### config.mk
export PLATFORM = sky130hd
export DESIGN_NAME = stack_arbiter
export DESIGN_NICKNAME = d
export VERILOG_FILES = /design/src/rtl/stack_arbiter.sv
export SDC_FILE = /design/constraint.sdc
export NUM_CORES = 1
export LEC_CHECK = 0
export BUFFER_PORTS_ARGS = -buffer_cell sky130_fd_sc_hd__buf_2
export CAP_MARGIN = 20
export CORE_MARGIN = 2
export CORE_UTILIZATION = 45
export CTS_CLUSTER_SIZE = 20
export DETAILED_ROUTE_END_ITERATION = 10
export PLACE_DENSITY = 0.84
export SLEW_MARGIN = 20
export SYNTH_ARGS = -nofsm -noshare
export SYNTH_HDL_FRONTEND = slang
export SYNTH_SLANG_ARGS = --single-unit
### constraint.sdc
create_clock -name CLK -period 3.19 [get_ports CLK]
set_clock_uncertainty 0.1 [all_clocks]
set_input_delay 0.1595 -clock CLK [delete_from_list [all_inputs] [get_ports CLK]]
set_output_delay 0.1595 -clock CLK [all_outputs]
set_load 0.02 [all_outputs]
### src/rtl/stack_arbiter.sv
// -----------------------------------------------------------------------------
// stack_arbiter
//
// Arbitrates push/pop requests from two requesters onto a single external
// stack. One requester is granted per cycle, round-robin when both ask. The
// block tracks the occupancy (255 entries max) and turns a push when full or
// a pop when empty into a granted no-op with an error pulse. Pop data is
// registered and returned one cycle after the grant.
//
// Ports
//   CLK, nRST          clock (rising edge), asynchronous active-low reset
//   Req0/1, Op0/1      request, operation (0 = push, 1 = pop)
//   Data0/1            push data
//   Gnt0/1             request accepted this cycle (combinational)
//   Flush              synchronous stack clear, overrides all requests
//   RData/RValid/RId   pop data, one-cycle valid pulse, owning requester
//   Err/ErrId          rejected-op pulse and owning requester
//   Full/Empty/Count   occupancy status
//   sMode              stack command: 00 PUSH, 01 POP, 10 INIT, 11 NoOp
//   siData/siADDR      stack write data, stack address (mirrors soADDR)
//   soData/soADDR      top-of-stack word, stack pointer
// -----------------------------------------------------------------------------
module stack_arbiter (
    input  logic       CLK,
    input  logic       nRST,
    input  logic       Req0,
    input  logic       Req1,
    input  logic       Op0,
    input  logic       Op1,
    input  logic [7:0] Data0,
    input  logic [7:0] Data1,
    output logic       Gnt0,
    output logic       Gnt1,
    input  logic       Flush,
    output logic [7:0] RData,
    output logic       RValid,
    output logic       RId,
    output logic       Err,
    output logic       ErrId,
    output logic       Full,
    output logic       Empty,
    output logic [7:0] Count,
    output logic [1:0] sMode,
    output logic [7:0] siData,
    output logic [7:0] siADDR,
    input  logic [7:0] soData,
    input  logic [7:0] soADDR
);

    typedef enum logic {
        S_INIT = 1'b0,
        S_RUN  = 1'b1
    } state_t;

    typedef enum logic [1:0] {
        SM_PUSH = 2'b00,
        SM_POP  = 2'b01,
        SM_INIT = 2'b10,
        SM_NOOP = 2'b11
    } smode_t;

    localparam logic [7:0] CAPACITY = 8'd255;

    state_t     state_q, state_d;
    logic [7:0] count_q, count_d;
    logic       ptr_q, ptr_d;       // requester that wins a tie
    logic [7:0] rdata_q, rdata_d;
    logic       rvalid_q, rvalid_d;
    logic       rid_q, rid_d;
    logic       err_q, err_d;
    logic       errid_q, errid_d;

    smode_t     smode_c;
    logic [7:0] sidata_c;
    logic       gnt_vld, gnt_id, gnt_op;
    logic [7:0] gnt_data;
    logic       full_c, empty_c;

    assign full_c  = (count_q == CAPACITY);
    assign empty_c = (count_q == 8'd0);

    // NOTE: every signal written here gets a default first, so no path through
    // the case/if tree can leave one unassigned and infer a latch.
    always_comb begin
        state_d  = state_q;
        count_d  = count_q;
        ptr_d    = ptr_q;
        rdata_d  = rdata_q;
        rvalid_d = 1'b0;
        rid_d    = rid_q;
        err_d    = 1'b0;
        errid_d  = errid_q;
        smode_c  = SM_NOOP;
        sidata_c = 8'd0;
        gnt_vld  = 1'b0;
        gnt_id   = 1'b0;
        gnt_op   = 1'b0;
        gnt_data = 8'd0;

        case (state_q)
            S_INIT: begin
                smode_c = SM_INIT;
                count_d = 8'd0;
                state_d = S_RUN;
            end

            S_RUN: begin
                if (Flush) begin
                    smode_c = SM_INIT;
                    count_d = 8'd0;
                end else begin
                    // The pointer only matters on a tie; a lone requester wins outright.
                    if (Req0 && Req1) begin
                        gnt_vld = 1'b1;
                        gnt_id  = ptr_q;
                    end else if (Req0 || Req1) begin
                        gnt_vld = 1'b1;
                        gnt_id  = Req1;
                    end
                    gnt_op   = gnt_id ? Op1 : Op0;
                    gnt_data = gnt_id ? Data1 : Data0;

                    if (gnt_vld) begin
                        ptr_d = ~gnt_id;
                        if (!gnt_op) begin
                            if (!full_c) begin
                                smode_c  = SM_PUSH;
                                sidata_c = gnt_data;
                                count_d  = count_q + 8'd1;
                            end else begin
                                err_d   = 1'b1;
                                errid_d = gnt_id;
                            end
                        end else begin
                            if (!empty_c) begin
                                smode_c  = SM_POP;
                                count_d  = count_q - 8'd1;
                                rdata_d  = soData;
                                rvalid_d = 1'b1;
                                rid_d    = gnt_id;
                            end else begin
                                err_d   = 1'b1;
                                errid_d = gnt_id;
                            end
                        end
                    end
                end
            end

            default: state_d = S_INIT;
        endcase
    end

    // NOTE: state registers use non-blocking assignments so every flop samples
    // the pre-edge value of every other flop.
    always_ff @(posedge CLK or negedge nRST) begin
        if (!nRST) begin
            state_q  <= S_INIT;
            count_q  <= 8'd0;
            ptr_q    <= 1'b0;
            rdata_q  <= 8'd0;
            rvalid_q <= 1'b0;
            rid_q    <= 1'b0;
            err_q    <= 1'b0;
            errid_q  <= 1'b0;
        end else begin
            state_q  <= state_d;
            count_q  <= count_d;
            ptr_q    <= ptr_d;
            rdata_q  <= rdata_d;
            rvalid_q <= rvalid_d;
            rid_q    <= rid_d;
            err_q    <= err_d;
            errid_q  <= errid_d;
        end
    end

    assign Gnt0   = gnt_vld & ~gnt_id;
    assign Gnt1   = gnt_vld &  gnt_id;
    assign RData  = rdata_q;
    assign RValid = rvalid_q;
    assign RId    = rid_q;
    assign Err    = err_q;
    assign ErrId  = errid_q;
    assign Full   = full_c;
    assign Empty  = empty_c;
    assign Count  = count_q;
    assign sMode  = smode_c;
    assign siData = sidata_c;
    assign siADDR = soADDR;

endmodule

== Word-level counts from Yosys, hierarchy flattened ==
Index checks and enable logic that the tools add are counted.
Word-level totals
  input port bits: 39
  output and inout port bits: 42
  register bits: 22
  logic and storage cells: 75
Operators by class
  bitwise operators: 7
  equal/unequal tests: 5
  add/sub/neg operators: 2
  muxes and demuxes: 45
  reduce and logical (&&, ||, !) cells: 8
Operators by type and width (count)
  $mux W8: 11
  $mux W1: 27
  $pmux W8 S2: 1
  $mux W2: 5
  $reduce_and A5 Y1: 2
  $add A8 B1 Y8 const B: 1
  $eq A8 B8 Y1 const B: 1
  $logic_not A8 Y1: 1
  $sub A8 B1 Y8 const B: 1
  $reduce_and A3 Y1: 2
  $not A1 Y1: 5
  $ne A4 B3 Y1 const B: 1
  $ne A4 B4 Y1 const B: 1
  $pmux W2 S2: 1
  $ne A3 B2 Y1 const B: 1
  $and A1 B1 Y1: 2
  $ne A2 B2 Y1 const B: 1
  $reduce_bool A2 Y1: 1
  $logic_and A1 B1 Y1: 1
  $logic_or A1 B1 Y1: 1

== Logic depth before layout (Yosys ltp) ==
  depth after elaboration: 11
  mapped depth: 10
  mapped depth without buffers: 10

== Worst setup path before layout ==
Ideal clock, no wire load.
  path kind: register to register
  start: register ptr_q
  end: register count_q[6] (netlist: Count[6])
  slack: 813 ps
  cell stages (with the launch flop): 9
  arrival: 2155 ps
  data required time: 2968 ps
  cells stage by stage: dfrtp_1 > o211ai_1 > nand2_1 > ha_1 > nor2b_1 > o21a_1 > o2111ai_1 > o211ai_1 > a32o_1
On the way
  cells in the longest elaborated chain, start to end: 8
Ends and longest elaborated chain
  start: declaration: RTL line 66  | logic ptr_q, ptr_d;
  start signal: assignment: RTL line 169  | ptr_q <= ptr_d;
  $mux W1 (*): RTL line 113  | if (Req0 && Req1) begin
  $mux W1 (*): RTL line 108  | if (Flush) begin
  $mux W1 (*): RTL line 100  | case (state_q)
  $mux W1 (*): RTL line 120  | gnt_op = gnt_id ? Op1 : Op0;
  $mux W8: RTL line 125  | if (!gnt_op) begin
  $mux W8: RTL line 123  | if (gnt_vld) begin
  $mux W8: RTL line 108
  $pmux W8 S2: RTL line 100
  end signal: assignment: RTL line 168  | count_q <= count_d;
  end: declaration: RTL line 65  | logic [7:0] count_q, count_d;
Every way passes the cells marked *; elsewhere a longest branch is shown, timed or not. The select of a mux whose other input is x is not followed.
A chain may end at the register's enable or synchronous reset.

== Worst setup path in the final report ==
  start: register ptr_q
  end: register count_q[7] (netlist: Count[7])
The elaborated chain is that of the path after synthesis.

==> impl_metrics.tcl <==
set metrics [dict create \
    regArea_um2 550.5 \
    yosysTopAreaCellShare_pct 36.27 \
    port_buffers 64 \
    max_freq_ghz 0.3771 \
    cts-root-buf "clkbuf_4" \
    finalInstanceArea_um2 1954 \
    antenna_found_initial 0 \
    dp_hpwl_um 2723 \
    finalNetCount 271 \
    hold_viol 0 \
    outcome "finished, final reports clean" \
    routed_wl_um 3672 \
    grtUsageTotal_pct 19.31 \
    fin_crit_ps 2652 \
    tightest_slew_ps 678.4 \
    post_cts_buffers 0 \
    ys_seq_elements 22 \
    worstSetupPathType "flop to flop" \
    pwr_density_cell_nw_per_um2 615.1 \
    placed_cell_area_um2 1812 \
    drv_cap 0 \
    core_area_um2 3284 \
    cp.arrival_ps 2750 \
    multi_input_area_um2 849.6 \
    ioPinCount 81 \
    detail-route-antenna-nets 0 \
    synth_flop_cell "dfrtp_1" \
    grt_pass1_wl_um 5499 \
    viasPerCell 5.400 \
    die_h_um 62.08 \
    grt_max_degree 23 \
    power.leakage_nw 1.009 \
    ir_worst_vdd_v 0.0003372 \
    numCtsBuffers 3 \
    setup_viol 0 \
    hold_depth 3 \
    holdWs_ps 58.57 \
    grt_pass1_vias 1261 \
    async_flop_share_pct 100.0 \
    syn_nets 204 \
    yosys.area.top_type "dfrtp_1" \
    rsz0062_at_grt "false" \
    yosys-top-cells-area "dfrtp_1 36%, mux2_4 6.9%, ha_1 4.9%" \
    diodes 0 \
    cts_tree "built" \
    die_area_um2 3853 \
    synth_warnings 0 \
    syn_area_um2 1518 \
    first_pass_iters 4 \
    cp_max_fo 8 \
    initial_utilization_pct 46.21 \
    slew_headroom_pct 54.30 \
    clk_pin_slew_ps 120 \
    ctsHtreeMaxLevel 1 \
    cp-end-kind "flop" \
    drc_errors 0 \
    tns_ps 0 \
    clockBufferDepth 2 \
    syn_to_final_growth_pct 28.77 \
    clk_latency_ps 310 \
    synth_edf_count 0 \
    required_ps 3290 \
    fin_crit_sh_pct 83.13 \
    power_mw 1.202 \
    globalRouteOverflowTotal 0 \
    layout-drive-gt1-share_pct 38.39 \
    via_count 1458 \
    synthCells 158 \
    synth.avg_cell_area_um2 9.606 \
    hp-class "input pin to flop" \
    clock-sinks 22 \
    slew_viol_final 0 \
    rows 21 \
    die_x_um 62.08 \
    drtIter0Drc 50 \
    wl_per_cell_um 13.60 \
    crit_path_start_kind "flop" \
    nFillCells 294 \
    seq_area_frac_synth_pct 36.27 \
    r2r_cells 8 \
    ys_types 48 \
    gp_congestion 0.8686 \
]
==> through the flow <==
stage / utilization, % / instances / setup slack (ps)
after floorplan: - / 158 / 813.5
after global placement: 55.16 / 257 / 666.5
after detailed placement: 55.16 / 257 / 604.2
after CTS: 59.50 / 270 / 565.0
after global routing: 59.50 / 270 / 242.5
final: 59.50 / 270 / 538.0
==> state kept, by name, summed over array words and instances, names as in the netlist <==
name	flops
state_q	1
RData	8
ErrId	1
Count	8
Err	1
RValid	1
RId	1
ptr_q	1
==> routing by layer <==
| metal | vias up | GRT usage (%) | wire length, um | share of wire [%] |
|---|---|---|---|---|
| li1 | 698 | - | - | - |
| met1 | 688 | 25.29 | 1567 | 43 |
| met2 | 68 | 33.63 | 1747 | 48 |
| met3 | 4 | 2.692 | 333 | 9.1 |
| met4 | 0 | 4.559 | 23 | 0.63 |
| met5 | - | 0 | 0 | 0 |
==> final timing paths <==
| check | endpoint | from | slack (ps) |
|---|---|---|---|
| max in group asynchronous | RData[2] | nRST | 2430 |
| min | Count[1] | Flush | 60 |
| max reg2reg | Count[7] | ptr_q | 540 |
| max | Count[7] | ptr_q | 540 |
| min in group asynchronous | Err | nRST | 230 |
| min reg2reg | ErrId | ErrId | 400 |
==> placed cells by master (no fill, tap or decap), types with 2 or more instances in the layout <==
| master | netlist | layout |
|---|---|---|
| buf_2 | 1 | 64 |
| dfrtp_1 | 22 | 22 |
| nand2_1 | 19 | 19 |
| a21oi_1 | 13 | 13 |
| nor2_1 | 10 | 10 |
| dlygate4sd3_1 | 0 | 9 |
| inv_1 | 7 | 7 |
| mux2_4 | 7 | 7 |
| ha_1 | 6 | 6 |
| a32o_1 | 5 | 5 |
| nand3_1 | 4 | 4 |
| o21ai_1 | 3 | 3 |
| nand4_1 | 3 | 3 |
| o21a_1 | 3 | 3 |
| or4_1 | 3 | 3 |
| clkbuf_4 | 0 | 3 |
| o211ai_1 | 2 | 2 |
| nor2b_1 | 2 | 2 |
| o21ai_0 | 2 | 2 |
| or3_1 | 2 | 2 |
| xnor2_1 | 2 | 2 |
| a211oi_1 | 2 | 2 |
| nor3_1 | 2 | 2 |
| a31oi_1 | 2 | 2 |
| mux2_2 | 2 | 2 |
| mux2i_1 | 2 | 2 |
==> worst max-delay path: stages (launching register included) <==
cell and delay (ps):
dfrtp_1 440, o211ai_1 380, nand2_1 290, ha_1 410, a21oi_1 230, a21oi_1 100
and3b_1 270, mux2i_1 220, a22oi_1 110
==> power by group <==
group | internal (mW) | leakage, nW | switching (mW)
registers | 0.362 | 0.279 | 0.0577
clock network | 0.127 | 0.0279 | 0.0873
logic | 0.246 | 0.702 | 0.322
==> kinds of logic (layout without fill, tap and decap cells) <==
| kind of cell | Yosys count | in the layout | synth area share (%) |
|---|---|---|---|
| AND/OR/NAND/NOR | 55 | 55 | 19.54 |
| AO/OA/AOI/OAI | 39 | 39 | 17.72 |
| flip-flops | 22 | 22 | 36.27 |
| buffers and inverters | 19 | 85 | 7.749 |
| multiplexers | 12 | 12 | 10.47 |
| adder cells (fa/ha/maj) | 7 | 7 | 6.265 |
| XOR/XNOR | 3 | 3 | 1.732 |
| other | 1 | 1 | 0.2471 |
==> synthesized netlist by cell type (all sizes together), types with 2 or more instances <==
cell type / number
a211oi: 3
a21oi: 13
a31oi: 2
a32o: 5
buf: 11
dfrtp: 22
ha: 6
inv: 7
mux2: 10
mux2i: 2
nand2: 19
nand3: 4
nand4: 3
nor2: 11
nor2b: 3
nor3: 3
nor4: 2
o211ai: 2
o21a: 3
o21ai: 6
or3: 2
or4: 3
xnor2: 2
==> timing repair <==
item,in CTS,in global routing
hold buffers,9,0
resized for setup,0,0
hold endpoints to repair,30,0
==> cell type report <==
| cell class | instances | share of cell area (%) |
|---|---|---|
| clock buffer | 3 | 1.152 |
| clock inverter | 1 | 1.536 |
| inverter | 7 | 1.344 |
| multi-input combinational | 117 | 43.47 |
| sequential | 22 | 28.17 |
| tap | 46 | 2.945 |
| timing repair buffer | 74 | 21.38 |
No activity file was read; power rests on OpenSTA's default activity.
